$ cat src/rtl/dac_spi_writer.sv
// SPI write master for the LTC2624 quad 12-bit DAC: latches up to four signed
// samples and sends one 32-bit write-and-update frame per enabled channel, A to D.
module dac_spi_writer #(
    parameter int          M       = 14,
    parameter int          CLK_DIV = 4,
    parameter logic [3:0]  CMD     = 4'b0011
) (
    input  logic                clk,
    input  logic                rst,
    input  logic                start,
    input  logic signed [M-1:0] ch_a,
    input  logic signed [M-1:0] ch_b,
    input  logic signed [M-1:0] ch_c,
    input  logic signed [M-1:0] ch_d,
    input  logic [3:0]          ch_en,
    output logic                busy,
    output logic                done,
    output logic                SPI_MOSI,
    output logic                SPI_SCK,
    output logic                DAC_CS,
    output logic                DAC_CLR
);

    localparam int CW = $clog2(2 * CLK_DIV + 1);

    typedef enum logic [2:0] {IDLE, NEXT, SHIFT, GAP, FIN, DONE} state_t;

    state_t         state_reg;
    logic [3:0]     pend_reg;
    logic [11:0]    code_reg [4];
    logic [31:0]    shreg;
    logic [4:0]     bit_reg;
    logic [CW-1:0]  cnt_reg;
    logic           half_reg;

    logic [M-1:0]   ch_in   [4];
    logic [11:0]    code_in [4];

    assign ch_in[0] = ch_a;
    assign ch_in[1] = ch_b;
    assign ch_in[2] = ch_c;
    assign ch_in[3] = ch_d;

    // Offset binary: keep the top 12 bits and flip the sign bit.
    genvar gi;
    generate
        for (gi = 0; gi < 4; gi++) begin : g_conv
            assign code_in[gi] = {~ch_in[gi][M-1], ch_in[gi][M-2:M-12]};
            if (M > 12) begin : g_low
                logic unused_low;
                assign unused_low = ^ch_in[gi][M-13:0];
            end
        end
    endgenerate

    logic        sel_valid;
    logic [1:0]  sel_idx;
    logic [31:0] sel_frame;

    always_comb begin
        sel_valid = 1'b0;
        sel_idx   = 2'd0;
        for (int i = 3; i >= 0; i--) begin
            if (pend_reg[i]) begin
                sel_valid = 1'b1;
                sel_idx   = 2'(i);
            end
        end
        sel_frame = {8'h00, CMD, 2'b00, sel_idx, code_reg[sel_idx], 4'h0};
    end

    always_ff @(posedge clk or negedge rst) begin
        if (!rst) begin
            state_reg <= IDLE;
            pend_reg  <= 4'd0;
            for (int i = 0; i < 4; i++) code_reg[i] <= 12'd0;
            shreg     <= 32'd0;
            bit_reg   <= 5'd0;
            cnt_reg   <= '0;
            half_reg  <= 1'b0;
            busy      <= 1'b0;
            done      <= 1'b0;
            SPI_MOSI  <= 1'b0;
            SPI_SCK   <= 1'b0;
            DAC_CS    <= 1'b1;
            DAC_CLR   <= 1'b0;
        end else begin
            DAC_CLR <= 1'b1;
            case (state_reg)
                IDLE: begin
                    done <= 1'b0;
                    if (start) begin
                        for (int i = 0; i < 4; i++) code_reg[i] <= code_in[i];
                        pend_reg  <= ch_en;
                        state_reg <= NEXT;
                    end
                end
                NEXT: begin
                    busy <= 1'b1;
                    if (sel_valid) begin
                        pend_reg[sel_idx] <= 1'b0;
                        // shreg holds the frame pre-shifted so bit 31 is always the next bit
                        shreg     <= {sel_frame[30:0], 1'b0};
                        SPI_MOSI  <= sel_frame[31];
                        SPI_SCK   <= 1'b0;
                        DAC_CS    <= 1'b0;
                        bit_reg   <= 5'd0;
                        cnt_reg   <= '0;
                        half_reg  <= 1'b0;
                        state_reg <= SHIFT;
                    end else begin
                        state_reg <= FIN;
                    end
                end
                SHIFT: begin
                    if (cnt_reg == CW'(CLK_DIV - 1)) begin
                        cnt_reg <= '0;
                        if (!half_reg) begin
                            SPI_SCK  <= 1'b1;
                            half_reg <= 1'b1;
                        end else begin
                            SPI_SCK  <= 1'b0;
                            half_reg <= 1'b0;
                            if (bit_reg == 5'd31) begin
                                DAC_CS    <= 1'b1;
                                SPI_MOSI  <= 1'b0;
                                state_reg <= GAP;
                            end else begin
                                bit_reg  <= bit_reg + 5'd1;
                                SPI_MOSI <= shreg[31];
                                shreg    <= {shreg[30:0], 1'b0};
                            end
                        end
                    end else begin
                        cnt_reg <= cnt_reg + 1'b1;
                    end
                end
                GAP: begin
                    // The NEXT cycle supplies the last of the 2*CLK_DIV CS-high cycles.
                    if (cnt_reg == CW'(2 * CLK_DIV - 2)) begin
                        cnt_reg   <= '0;
                        state_reg <= NEXT;
                    end else begin
                        cnt_reg <= cnt_reg + 1'b1;
                    end
                end
                FIN: begin
                    done      <= 1'b1;
                    busy      <= 1'b0;
                    state_reg <= DONE;
                end
                DONE: begin
                    done      <= 1'b0;
                    state_reg <= IDLE;
                end
                default: state_reg <= IDLE;
            endcase
        end
    end

endmodule

$ cat config.mk
export PLATFORM = sky130hd
export DESIGN_NAME = dac_spi_writer
export DESIGN_NICKNAME = d
export VERILOG_FILES = /design/src/rtl/dac_spi_writer.sv
export SDC_FILE = /design/constraint.sdc
export NUM_CORES = 1
export LEC_CHECK = 0
export CORE_ASPECT_RATIO = 2
export CORE_MARGIN = 3
export CORE_UTILIZATION = 50
export DETAILED_ROUTE_END_ITERATION = 8
export GPL_ROUTABILITY_DRIVEN = 1
export PLACE_DENSITY = 0.76
export SLEW_MARGIN = 0
export SYNTH_ARGS = -nofsm -noshare
export SYNTH_HDL_FRONTEND = slang
export SYNTH_SLANG_ARGS = --single-unit
$ cat constraint.sdc
create_clock -name clk -period 5.1 [get_ports clk]
set_input_delay 0.51 -clock clk [delete_from_list [all_inputs] [get_ports clk]]
set_output_delay 0.51 -clock clk [all_outputs]
set_load 0.1 [all_outputs]
# Yosys cells after proc, flatten, opt, wreduce, memory -nomap -nowiden
# Index checks and enable logic that the tools add are counted.
# word_totals
register_bits	102
inputBits	63
out_inout_bits	6
word_cells	109
# classes
add_sub_neg	2
order_cmp	3
n_eq_ne	15
muxes	51
bitwise_logic	7
reduce_logical	16
# ops
cell	n
32-bit 2-to-1 mux	4
32-bit case mux with 2 select lines	1
12-bit binary-select mux with 2-bit select	1
12-bit 2-to-1 mux	2
4-bit 2-to-1 mux	5
5-bit 2-to-1 mux	4
3-bit 2-to-1 mux	6
3-bit case mux with 5 select lines	1
5-bit AND reduction	3
1-bit 2-to-1 mux	14
2-bit != test, second input constant	7
4-bit case mux with 3 select lines	1
1-bit case mux with 2 select lines	5
5-bit case mux with 2 select lines	1
2-bit 2-to-1 mux	4
4-bit case mux with 2 select lines	1
2-bit nonzero test	4
3-bit by 2-bit == test with 1-bit output, second input constant	2
3-bit == test, second input constant	2
3-bit AND reduction	2
5-bit by 1-bit adder with 5-bit output, second input constant	1
5-bit == test, second input constant	1
4-bit by 1-bit adder with 4-bit output, second input constant	1
4-bit bitwise AND	1
16 further kinds	20

# Logic depth before layout (Yosys ltp)
# Gate-level depths: netlist (run 1).
# depth
word_depth	12
mapped_depth	8
mapped_depth_nobuf	6

# Worst setup path before layout (run 1)
# OpenSTA, ideal clock, no wires.
# synth_path
path_type	register -> register
startpoint	register half_reg
endpoint	register bit_reg[1]
setup_ns	0.121
t_arrival_ns	2.150
t_required_ns	4.979
setup_slack_ns	2.829
path_stages_with_launch	7
path_buffers	2
synth_period_minus_slack_ns	2.271
path_cell_list	dfrtp_1 -> and4bb_2 -> nor3b_4 -> nor2_1 -> buf_2 -> buf_2 -> a22o_1
# synth_between
elab_chain_cells	2
# synth_lines
element	line	source
start: declaration	34	logic half_reg;
start signal: assignment	80	half_reg <= 1'b0;
start signal: assignment	109	half_reg <= 1'b0;
start signal: assignment	120	half_reg <= 1'b1;
2-bit != test (no source line)	--	
5-bit AND reduction (no source line)	--	
end signal: assignment	129	bit_reg <= bit_reg + 5'd1;
end: declaration	32	logic [4:0] bit_reg;
# No other way between the ends.
# A chain may end at the register's enable or synchronous reset.

# Worst setup path after layout (run 1)
# layout_path
startpoint	register state_reg[0]
endpoint	register shreg[16]
# layout_between
elab_chain_cells	3
elab_cells_between_ends	9
cone_classes	6 x eq/ne; 1 x mux; 2 x reduce/logical
# layout_lines
element	line	source
start: declaration	28	state_t state_reg;
start signal: assignment	74	state_reg <= IDLE;
start signal: assignment	95	state_reg <= NEXT;
start signal: assignment	110	state_reg <= SHIFT;
3-bit by 2-bit == test with 1-bit output / 3-bit by 1-bit == test with 1-bit output (equally long branches)	89	case (state_reg)
2-bit != test (no source line) / 2-bit nonzero test (equally long branches)	--	
5-bit AND reduction (no source line)	--	
end signal: assignment	103	shreg <= {sel_frame[30:0], 1'b0};
end signal: assignment	131	shreg <= {shreg[30:0], 1'b0};
end: declaration	31	logic [31:0] shreg;
# Several ways; a longest one is shown, not always the timed one.

==> impl_metrics.py, run 1 <==
metrics = {
    "worst_setup_path": {
        "endpoint": "shreg[16]",
        "worstPathArrival_ns": 3.42,
        "cp.required_ns": 5.34,
        "critPathLaunchType": "flip-flop",
        "cp-end-kind": "flip-flop",
        "max_stage_delay_ns": 0.85,
        "reg2reg_from": "state_reg[0]",
        "crit_start": "state_reg[0]",
        "crit_slowest_cell": "or3b_1",
        "r2r_slack_ns": 1.92,
        "reg2reg_to": "shreg[16]",
        "reg2regPathDepth": 5,
        "path_cells": "or3b_1, nor3b_4, nor2_1, buf_4, o31ai_1",
        "path_class": "flip-flop to flip-flop",
        "critPathMaxFanout": 26,
    },
    "synth": {
        "syn_nets": 468,
        "yosysMostFrequentCell": "dfrtp_1",
        "netlist.area_leader.share_pct": 55.1,
        "syn_area_um2": 4360,
        "yosysSeqAreaShare_pct": 55.7,
        "syn_avg_cell_area_um2": 10.9,
        "ys_seq_elements": 97,
        "syn_inst": 401,
        "synth.top_cells.by_area": "dfrtp_1 55%, mux2_2 8.5%, a22o_1 5.0%, o21ai_0 4.4%, nor2_1 2.5%",
        "synth-main-ff-cell": "dfrtp_1",
        "ys_warn_count": 0,
        "synthTopCellsByCount": "96 x dfrtp_1, 38 x o21ai_0, 33 x mux2_2, 29 x nor2_1, 26 x nand2_1",
        "synth_top_cell_by_area": "dfrtp_1",
        "synth.distinct_cells": 48,
        "async_flop_share_pct": 100,
        "synth_edf_count": 0,
    },
    "routing": {
        "routed_wl_um": 9320,
        "vias_per_cell": 5.92,
        "ant_nets": 0,
        "drtPass1Iterations": 4,
        "drt_iter0_drc": 236,
        "vias": 3244,
        "drc": 0,
        "avgRoutedWirePerCell_um": 17.0,
    },
    "clock_tree": {
        "clk_latency_ns": 0.34,
        "cts_buffers": 9,
        "cts-root-buf": "clkbuf_16",
        "cts.sinks": 97,
        "cts_tree": "done",
        "htree_num_levels": 3,
        "cts_setup_buffers": 0,
        "cts_hold_buf": 0,
        "clk_pin_slew_ns": 0.07,
        "cts_resized": 0,
        "clock_path_buffers": 2,
    },
    "timing": {
        "max_slew_margin_pct": 31.3,
        "period_minus_slack_ns": 3.18,
        "hold_violations": 0,
        "fmax_ghz": 0.315,
        "setup-violations-final": 0,
        "clock_skew_ns": 0.00506,
        "finalCritPeriodShare_pct": 62.3,
        "finalMaxSlewViolations": 0,
        "holdWs_ns": 0.178,
        "worst_pin_slew_ns": 1.03,
        "setup_tns_ns": 0,
        "rsz0062_at_grt": "no",
    },
    "final_layout": {
        "largest_reg_flops": 48,
        "n_antenna_cell": 0,
        "multi_input_area_um2": 1750,
        "fillers": 690,
        "area_growth_pct": 21.4,
        "finalNetCount": 512,
        "finalNonFillerCells": 548,
        "drive_gt1_share_pct": 13.1,
        "regArea_um2": 2430,
    },
    "floorplan": {
        "fp.coreArea_um2": 8410,
        "io_pins": 69,
        "dieHeight_um": 138,
        "initial_core_util_pct": 51.8,
        "rows": 47,
        "die_x_um": 72.0,
        "die_area_um2": 9940,
    },
    "power": {
        "p_seq_share_pct": 45.5,
        "power_switching_mw": 1.00,
        "pwr-share-clk_pct": 23.3,
        "power.total_mw": 2.92,
        "leakagePower_nw": 2.25,
        "power.internal_mw": 1.92,
        "power_density_nw_per_um2": 552,
        "switching_share_pct": 34.3,
        "comb_power_share_pct": 31.2,
        "ir_drop_v": 0.000335,
    },
    "place": {
        "place_congestion": 0.857,
        "io_buffers": 60,
        "dpl.hpwl_um": 6390,
        "placed_cells": 532,
    },
    "global_routing": {
        "grt_use_total_pct": 20.1,
        "grt_max_degree": 64,
        "antenna_found_initial": 0,
        "grt_pass1_wl_um": 15900,
        "grt_pass1_vias": 3305,
        "overflow": 0,
    },
    "status": {
        "status": "complete, no violations",
    },
    "worst_hold_path": {
        "hold_path_class": "primary input to async pin",
    },
    "flow_run": {
        "maxCapViolations": 0,
    },
}
## worst min path at each step
| stage | end | slack, ns | cells past startpoint |
|---|---|---|---|
| 4_1_cts | cnt_reg[0] | 0.20 | 1 |
| 3_5_place_dp | shreg[27] | 0.49 | 1 |
| 3_3_place_gp | shreg[12] | 0.48 | 2 |
| 6_report | cnt_reg[0] | 0.18 | 1 |
| 5_1_grt | code_reg[18] | 0.23 | 1 |
| 2_1_floorplan | DAC_CLR | 0.21 | 0 |
## stage by stage
| step | utilization [%] | area (µm²) | worst slack (ns) |
|---|---|---|---|
| after floorplan | - | 4360 | 2.83 |
| after global placement | 59.3 | 4980 | 2.01 |
| after detailed placement | 59.3 | 4980 | 1.92 |
| after CTS | 62.9 | 5290 | 1.91 |
| after global routing | 62.9 | 5290 | 1.63 |
| final | 62.9 | 5290 | 1.92 |
## placed cells by master, fill, tap and decap left out, types with 2 or more instances in the layout
cell	count
o211ai_1	2
nand2b_1	3
clkbuf_16	9
nand3_1	19
mux2_2	33
o21ai_1	4
a31oi_1	7
clkdlybuf4s50_1	59
nor2_1	29
nor3_1	2
inv_1	16
a22o_1	25
clkinv_4	2
o31ai_1	12
a21oi_1	8
dfrtp_1	96
clkinvlp_4	2
nand2_1	26
nand4_1	2
buf_4	4
a221oi_1	11
nor2b_1	8
ha_1	4
o21ai_0	38
## layer usage
metal	part of all wire, %	GRT usage (%)	routed length [µm]	vias up
met1	39	24.3	3680	1641
met3	2.7	3.13	255	13
met5	0	0	0	-
met2	56	35.4	5210	63
li1	-	-	-	1527
met4	1.8	7.53	171	0
## worst max-delay path: cells and delay by family (launching register included)
family / cells / cell delay (ns)
AND/OR/NAND/NOR: 3 / 1.87
flip-flops: 1 / 0.62
buffers and inverters: 1 / 0.30
AO/OA/AOI/OAI: 1 / 0.27
## cell type report
type	count	area share [%]
repair buffers	63	11.7
flip-flops and latches	97	45.9
well taps	98	2.32
multi-input cells	258	33.1
inverters	16	1.14
clock inverters	6	1.28
clock buffers	10	4.52
## power groups by stage
stage / clock, mW / sequential [mW] / combinational [mW]
3_3_place_gp: 0 / 1.31 / 0.877
2_1_floorplan: 0 / 1.26 / 0.723
4_1_cts: 0.690 / 1.33 / 0.922
6_report: 0.679 / 1.33 / 0.911
3_5_place_dp: 0 / 1.34 / 0.913
5_1_grt: 0.723 / 1.37 / 1.03
## logic make-up after synthesis
kind of cell / after synthesis / share of synthesized area (%)
AO/OA/AOI/OAI: 115 / 18.0
XOR/XNOR: 1 / 0.201
adder cells (fa/ha/maj): 4 / 1.15
buffers and inverters: 46 / 4.25
flip-flops: 97 / 55.7
multiplexers: 33 / 8.52
other: 1 / 0.0860
AND/OR/NAND/NOR: 104 / 12.1
Power figures use the tool's default switching activity.
==> run 2: changes to the inputs <==
==> constraint.sdc (replaced) <==
create_clock -name clk -period 3.15 [get_ports clk]
set_input_delay 0.315 -clock clk [delete_from_list [all_inputs] [get_ports clk]]
set_output_delay 0.315 -clock clk [all_outputs]
set_load 0.1 [all_outputs]
==> impl_metrics.py, run 2 (same netlist as run 1, synthesis figures left out) <==
metrics = {
    "final_layout": {
        "final_common_cell": "dfrtp_1",
        "n_antenna_cell": 0,
        "multi_input_area_um2": 1750,
        "drive_gt1_share_pct": 13.9,
        "final_cell_mix": "96 x dfrtp_1, 58 x clkdlybuf4s50_1, 38 x o21ai_0, 33 x mux2_2, 29 x nor2_1",
        "largest_reg_flops": 48,
        "regArea_um2": 2430,
        "area_growth_pct": 22.5,
        "post-route-util_pct": 63.5,
        "finalNetCount": 517,
        "fillers": 702,
    },
    "worst_setup_path": {
        "path_class": "flip-flop to flip-flop",
        "reg2reg_from": "bit_reg[0]",
        "critPathMostFrequentCell": "ha_1",
        "cp.required_ns": 3.42,
        "reg2regPathDepth": 7,
        "crit_slowest_cell": "dfrtp_1",
        "max_stage_delay_ns": 0.41,
        "cp-end-kind": "flip-flop",
        "r2r_slack_ns": 0.85,
        "critPathMaxFanout": 14,
        "cp_num_buf_inv": 1,
        "critPathLaunchType": "flip-flop",
        "path_cells": "ha_1, and3_1, ha_1, nand3b_1, buf_4, or3_1, a21oi_1",
        "reg2reg_to": "bit_reg[3]",
        "worstPathArrival_ns": 2.57,
        "path_delay_family": "simple AND/OR/NAND/NOR gates",
    },
    "clock_tree": {
        "cts_tree": "done",
        "cts_hold_buf": 0,
        "clk_pin_slew_ns": 0.06,
        "cts_setup_buffers": 0,
        "cts.sinks": 97,
        "cts-root-buf": "clkbuf_16",
        "cts_resized": 0,
        "clock_path_buffers": 2,
        "clk_latency_ns": 0.34,
        "htree_num_levels": 3,
        "cts_buffers": 9,
    },
    "floorplan": {
        "die_area_um2": 9940,
        "initial_core_util_pct": 51.8,
        "io_pins": 69,
        "die_x_um": 72.0,
        "rows": 47,
        "fp.coreArea_um2": 8410,
        "dieHeight_um": 138,
    },
    "status": {
        "violations": "negative hold slack",
        "status": "finished with violations",
    },
    "place": {
        "place_ws_ns": 0.865,
        "io_buffers": 60,
        "place_congestion": 0.872,
        "dpl.hpwl_um": 6410,
    },
    "power": {
        "p_seq_share_pct": 45.2,
        "power_switching_mw": 1.58,
        "switching_share_pct": 33.5,
        "leakagePower_nw": 2.29,
        "ir_drop_v": 0.000499,
        "power.total_mw": 4.73,
        "power_density_nw_per_um2": 886,
        "power.internal_mw": 3.15,
        "comb_power_share_pct": 31.8,
        "pwr-share-clk_pct": 23.0,
    },
    "timing": {
        "holdWs_ns": -0.0222,
        "clock_skew_ns": 0.00639,
        "setup_ws_ns": 0.846,
        "period_minus_slack_ns": 2.30,
        "max_slew_margin_pct": 35.1,
        "setup_tns_ns": 0,
        "finalMaxSlewViolations": 0,
        "worst_pin_slew_ns": 0.970,
        "hold_violations": 15,
        "setup-violations-final": 0,
        "fmax_ghz": 0.434,
        "rsz0062_at_grt": "no",
        "finalCritPeriodShare_pct": 73.2,
    },
    "worst_hold_path": {
        "hold_path_class": "primary input to async pin",
    },
    "global_routing": {
        "antenna_found_initial": 0,
        "grt_max_degree": 64,
        "grt_use_total_pct": 19.8,
        "grt_pass1_vias": 3394,
        "overflow": 0,
        "grt_pass1_wl_um": 15600,
    },
    "routing": {
        "drtPass1Iterations": 4,
        "vias_per_cell": 5.84,
        "vias": 3222,
        "drt_iter0_drc": 187,
        "drc": 0,
        "ant_nets": 0,
        "avgRoutedWirePerCell_um": 16.7,
        "routed_wl_um": 9190,
    },
    "flow_run": {
        "maxCapViolations": 0,
    },
}
==> run 2: cell count changes in the layout (fill, tap and decap cells not counted) <==
cell / before / now
buf_12: 0 / 2
buf_4: 4 / 8
clkbuf_1: 0 / 1
clkbuf_8: 1 / 2
clkdlybuf4s50_1: 59 / 58
clkinv_2: 1 / 2
clkinv_4: 2 / 0
clkinvlp_4: 2 / 0
==> run 2: layout make-up <==
class                           count  share of cell area (%)
Sequential cell                    97                    45.5
Multi-Input combinational cell    258                    32.8
Tap cell                           98                    2.30
Clock buffer                       12                    4.80
Timing Repair Buffer               68                    12.7
Inverter                           16                    1.12
Clock inverter                      3                   0.750
==> run 2: worst max path at each step <==
stage | startpoint | end | slack (ns) | depth (start not counted)
2_1_floorplan | half_reg | bit_reg[1] | 0.88 | 6
3_3_place_gp | bit_reg[0] | bit_reg[3] | 0.90 | 7
3_5_place_dp | bit_reg[0] | bit_reg[3] | 0.86 | 7
4_1_cts | bit_reg[0] | bit_reg[3] | 0.86 | 7
5_1_grt | bit_reg[0] | bit_reg[3] | 0.74 | 7
6_report | bit_reg[0] | bit_reg[3] | 0.85 | 7
==> run 2: power groups by stage <==
stage	Sequential (mW)	Clock [mW]	Combinational (mW)
final	2.14	1.09	1.50
after floorplan	2.04	0	1.17
after detailed placement	2.16	0	1.51
after CTS	2.14	1.11	1.52
after global placement	2.13	0	1.45
after global routing	2.21	1.15	1.70
==> run 2: metrics by stage <==
step	area, µm²	cells
global route	5340	552
global placement	5040	537
detailed placement	5040	537
CTS	5340	552
floorplan	4360	401
finish	5340	552
==> run 2: per-layer routing <==
metal  GRT usage, %  vias up  routed length (µm)
met5              0        -                   0
met4           8.52        0                 137
met3           3.13       11                 298
met2           34.2       67                5200
met1           23.7     1601                3560
li1               -     1543                   -
==> run 3: changes to the inputs <==
--- a/config.mk
+++ b/config.mk
@@ -7,7 +7,7 @@
 export LEC_CHECK = 0
 export CORE_ASPECT_RATIO = 2
 export CORE_MARGIN = 3
-export CORE_UTILIZATION = 50
+export CORE_UTILIZATION = 48
 export DETAILED_ROUTE_END_ITERATION = 8
 export GPL_ROUTABILITY_DRIVEN = 1
 export PLACE_DENSITY = 0.76
==> constraint.sdc (replaced) <==
create_clock -name clk -period 1.91 [get_ports clk]
set_input_delay 0.191 -clock clk [delete_from_list [all_inputs] [get_ports clk]]
set_output_delay 0.191 -clock clk [all_outputs]
set_load 0.1 [all_outputs]
==> impl_metrics.py, run 3 (same netlist as run 1, synthesis figures left out) <==
metrics = {
    "status": {
        "status": "complete, no violations",
    },
    "power": {
        "power_density_nw_per_um2": 1470,
        "ir_drop_v": 0.000994,
        "leakagePower_nw": 2.41,
        "power.total_mw": 8.18,
    },
    "clock_tree": {
        "htree_num_levels": 3,
        "clock_path_buffers": 2,
        "cts.sinks": 97,
        "clk_pin_slew_ns": 0.07,
        "cts_tree": "done",
        "clk_latency_ns": 0.34,
        "cts_buffers": 9,
        "cts-root-buf": "clkbuf_16",
    },
    "final_layout": {
        "finalNetCount": 540,
        "final_cell_mix": "95 x dfrtp_1, 53 x clkdlybuf4s50_1, 38 x o21ai_0, 33 x mux2_2, 33 x buf_4",
        "finalInstanceArea_um2": 5570,
        "largest_reg_flops": 48,
        "n_antenna_cell": 0,
        "area_growth_pct": 27.9,
        "post-route-util_pct": 63.6,
        "drive_gt1_share_pct": 20.3,
        "fillers": 709,
        "final_common_cell": "dfrtp_1",
    },
    "routing": {
        "drc": 0,
        "vias": 3370,
        "drt_iter0_drc": 188,
        "drtPass1Iterations": 4,
        "vias_per_cell": 5.83,
        "ant_nets": 0,
        "avgRoutedWirePerCell_um": 16.6,
        "routed_wl_um": 9590,
    },
    "timing": {
        "period_minus_slack_ns": 1.84,
        "holdWs_ns": 0.345,
        "setup-violations-final": 0,
        "setup_tns_ns": 0,
        "hold_violations": 0,
        "finalMaxSlewViolations": 0,
        "fmax_ghz": 0.543,
        "finalCritPeriodShare_pct": 96.4,
        "clock_skew_ns": 0.00588,
        "worst_pin_slew_ns": 0.581,
        "max_slew_margin_pct": 61.1,
    },
    "floorplan": {
        "initial_core_util_pct": 49.7,
        "rows": 48,
        "die_x_um": 73.4,
        "io_pins": 69,
        "dieHeight_um": 141,
        "die_area_um2": 10300,
        "fp.coreArea_um2": 8770,
    },
    "worst_hold_path": {
        "hold_path_class": "primary input to async pin",
    },
    "flow_run": {
        "maxCapViolations": 0,
    },
    "worst_setup_path": {
        "path_cells": "ha_2, and3_4, ha_4, nand3b_1, or4_1, nand2_1",
        "cp_num_buf_inv": 0,
        "path_delay_family": "simple AND/OR/NAND/NOR gates",
        "worstPathArrival_ns": 2.12,
        "path_class": "flip-flop to flip-flop",
        "max_stage_delay_ns": 0.53,
        "critPathLaunchType": "flip-flop",
        "cp.required_ns": 2.19,
        "critPathMaxFanout": 4,
        "cp-end-kind": "flip-flop",
        "crit_slowest_cell": "or4_1",
    },
    "global_routing": {
        "grt_pass1_vias": 3521,
        "antenna_found_initial": 0,
        "grt_pass1_wl_um": 16100,
        "grt_use_total_pct": 19.7,
        "grt_max_degree": 64,
        "overflow": 0,
    },
    "place": {
        "dpl.hpwl_um": 6810,
        "placed_cell_area_um2": 5170,
        "io_buffers": 60,
        "place_congestion": 0.885,
    },
}
-- run 3: power by group --
| group | switching [mW] | leakage, nW | total, mW | internal, mW |
|---|---|---|---|---|
| clock network | 0.774 | 0.157 | 1.93 | 1.15 |
| registers | 0.503 | 1.20 | 3.40 | 2.90 |
| logic | 1.45 | 1.06 | 2.85 | 1.40 |
| total | 2.73 | 2.41 | 8.18 | 5.45 |
-- run 3: area by class of cell --
| type | count | area (µm²) | share of cell area, % |
|---|---|---|---|
| well taps | 100 | 125 | 2.24 |
| clock buffers | 10 | 229 | 4.11 |
| clock inverters | 6 | 91.3 | 1.64 |
| multi-input cells | 258 | 1780 | 31.9 |
| repair buffers | 91 | 860 | 15.4 |
| inverters | 16 | 60.1 | 1.08 |
| flip-flops and latches | 97 | 2430 | 43.6 |
-- run 3: worst paths after layout --
check / startpoint / endpoint / slack [ns] / depth (start not counted)
max: bit_reg[1] / bit_reg[2] / 0.07 / 6
min: rst / state_reg[1] / 0.35 / 2
max reg2reg: bit_reg[1] / bit_reg[2] / 0.07 / 6
min reg2reg: shreg[13] / shreg[13] / 0.50 / 2
max in group asynchronous: rst / shreg[6] / 0.95 / 3
min in group clk: ch_c[13] / code_reg[23] / 0.39 / 2
-- run 3: timing repair --
action	in CTS	in global routing
setup endpoints to repair	0	14
setup buffers	0	6
hold buffers	1	0
hold endpoints to repair	34	0
gates resized for setup	0	6
-- run 3: routing by layer --
layer | up-vias | wire, µm | GRT usage [%]
met5 | - | 0 | 0
met3 | 17 | 342 | 3.71
li1 | 1591 | - | -
met4 | 0 | 255 | 8.21
met2 | 79 | 5280 | 34.6
met1 | 1683 | 3710 | 22.8
-- run 3: per-stage QoR --
step                      cells  setup slack [ns]
after floorplan             401           0.00555
after global placement      555            0.0768
after detailed placement    555            0.0370
after CTS                   572            0.0147
after global routing        578          -0.00368
final                       578            0.0687
==> RTL change (flow settings as in run 3) <==
Put one more register stage on the output `DAC_CS`, with the module's reset. The value now appears one clock later. The other outputs are not delayed to match.
--- a/src/rtl/dac_spi_writer.sv
+++ b/src/rtl/dac_spi_writer.sv
@@ -25,4 +25,6 @@
 
     typedef enum logic [2:0] {IDLE, NEXT, SHIFT, GAP, FIN, DONE} state_t;
+
+    logic DAC_CS_s0;
 
     state_t         state_reg;
@@ -83,5 +85,5 @@
             SPI_MOSI  <= 1'b0;
             SPI_SCK   <= 1'b0;
-            DAC_CS    <= 1'b1;
+            DAC_CS_s0 <= 1'b1;
             DAC_CLR   <= 1'b0;
         end else begin
@@ -104,5 +106,5 @@
                         SPI_MOSI  <= sel_frame[31];
                         SPI_SCK   <= 1'b0;
-                        DAC_CS    <= 1'b0;
+                        DAC_CS_s0 <= 1'b0;
                         bit_reg   <= 5'd0;
                         cnt_reg   <= '0;
@@ -123,5 +125,5 @@
                             half_reg <= 1'b0;
                             if (bit_reg == 5'd31) begin
-                                DAC_CS    <= 1'b1;
+                                DAC_CS_s0 <= 1'b1;
                                 SPI_MOSI  <= 1'b0;
                                 state_reg <= GAP;
@@ -159,4 +161,12 @@
     end
 
+    always_ff @(posedge clk or negedge rst) begin
+        if (!rst) begin
+            DAC_CS <= '0;
+        end else begin
+            DAC_CS <= DAC_CS_s0;
+        end
+    end
+
 endmodule
 
Behaviour: not the same (a bounded check fails within 4 cycles, from zero or initial values and one cycle with rst low).
==> RTL change against run 3 <==
Utilization is essentially flat; final area rose by 3.5%; critical path type unchanged; hold slack better by 0.058 ns; worst setup slack got worse by 0.034 ns; highest routed layer unchanged; sequential cell count rose by 1; count of clock-buffer cells in the layout increased by 2; routed wire length rose by 4.3%; critical path depth is 1 higher; global-route usage is essentially flat; synthesized cell count is 1.2% lower; area after synthesis rose by 3.5%.
Power is not compared: it rests on default switching activity, and its combinational part moved more than twofold at a synthesized area within 25%.
==> RTL change: results (changes against run 3) <==
critical_path:
  cpPeakStageDelay_ns: 0.39  # -0.14 ns
  reg2reg_depth: 7  # +1
  crit_fanout: 14  # +10
  r2r_slack_ns: 0.03  # -0.03 ns
  worst_path_max_delay_cell: "dfrtp_1"
worst_hold_path:
  min_path_type: "in2reg"
timing:
  tightest_slew_ns: 0.629  # +0.0480 ns
  hold_slack_ns: 0.404  # +0.0583 ns
  finClkSkew_ns: 0.00593  # +0.0000520 ns
  max_freq_mhz: 533  # -1.8%
final_layout:
  final_layout_size_suffix_gt1_frac: 0.262  # +0.0587
  fin_cells: 576  # -0.35%
  diodes: 0  # unchanged
  n_fill_cell: 720  # +1.6%
  layout.nets: 536  # -0.74%
pwr:
  pwr-share-seq: 0.520
  p_clk_mw: 1.74
  vdd_ir_drop_max_mv: 0.548
synth:
  syn_nets: 463  # -1.1%
  synth_compound_area_frac: 0.164  # -0.0164
  seq_area_frac_synth: 0.544  # -0.0135
  ys_types: 50  # +4.2%
  synthXorXnorAreaFrac: 0.00194  # -0.0000685
  netlist_top_cells_area: "dfrtp_1 54%, mux2_2 11%, nand3_1 3.3%"
  synthMuxAreaShare: 0.115  # +0.0295
  yosys.area_share.adder: 0.0111  # -0.000392
  synth_commonest_cells: "97 x dfrtp_1, 45 x mux2_2, 30 x nand3_1, 30 x o21ai_0, 27 x nand2_1"
  synth_cells: 396  # -1.2%
  synthArstFlopShare: 1.00  # unchanged
place:
  post-place-ws_ns: -0.0494  # -0.0864 ns
  routabilityCongestion: 0.818  # -7.6%
  dp_hpwl_mm: 6.91  # +1.6%
  dpl_cell_area_um2: 5370  # +3.7%
run_status:
  status: "completed"
grt:
  grt_pass1_vias: 3519  # -0.057%
  grt_pass1_wl_mm: 16.5  # +2.5%
  grt_max_degree: 46  # -28%
  grt_usage: 0.197  # about the same
detailed_routing:
  drt_iter0_drc: 159  # -15%
  num_vias: 3358  # -0.36%
  routedWlPerCell_um: 17.4  # +4.7%
cts:
  ctsResizeCount: 4  # +4
  clk_pin_slew_ns: 0.07  # about the same
  post_cts_buffers: 1  # +1
  cts.sinks: 98  # +1.0%
## RTL change: cell types whose count changed in the layout (fill, tap and decap cells not counted), moves of 10 or more
cell	run 3	this run
inv_1	16	6
mux2_2	33	45
a21o_1	1	12
a22o_1	25	14
nand3_1	19	30
## RTL change: worst paths after layout
| kind | to |
|---|---|
| worst max-delay path | shreg[11] |
| worst min-delay path | code_reg[11] |
| worst max register to register | shreg[11] |
| worst min register to register | DAC_CS |
| max in group asynchronous | code_reg[33] |
| min in group asynchronous | cnt_reg[2] |
## RTL change: layout make-up
cell class / count / area [um2] / area share
Clock inverter: 4 / 33.8 / 0.00586
Clock buffer: 12 / 256 / 0.0445
Tap cell: 102 / 128 / 0.0221
Sequential cell: 98 / 2450 / 0.426
Multi-Input combinational cell: 260 / 1940 / 0.336
Inverter: 6 / 22.5 / 0.00390
Timing Repair Buffer: 94 / 937 / 0.162
## RTL change: routing by layer
metal	GRT usage	wire length (um)
met3	0.0303	233
met2	0.342	5600
met5	0	0
met4	0.0610	172
met1	0.247	4000
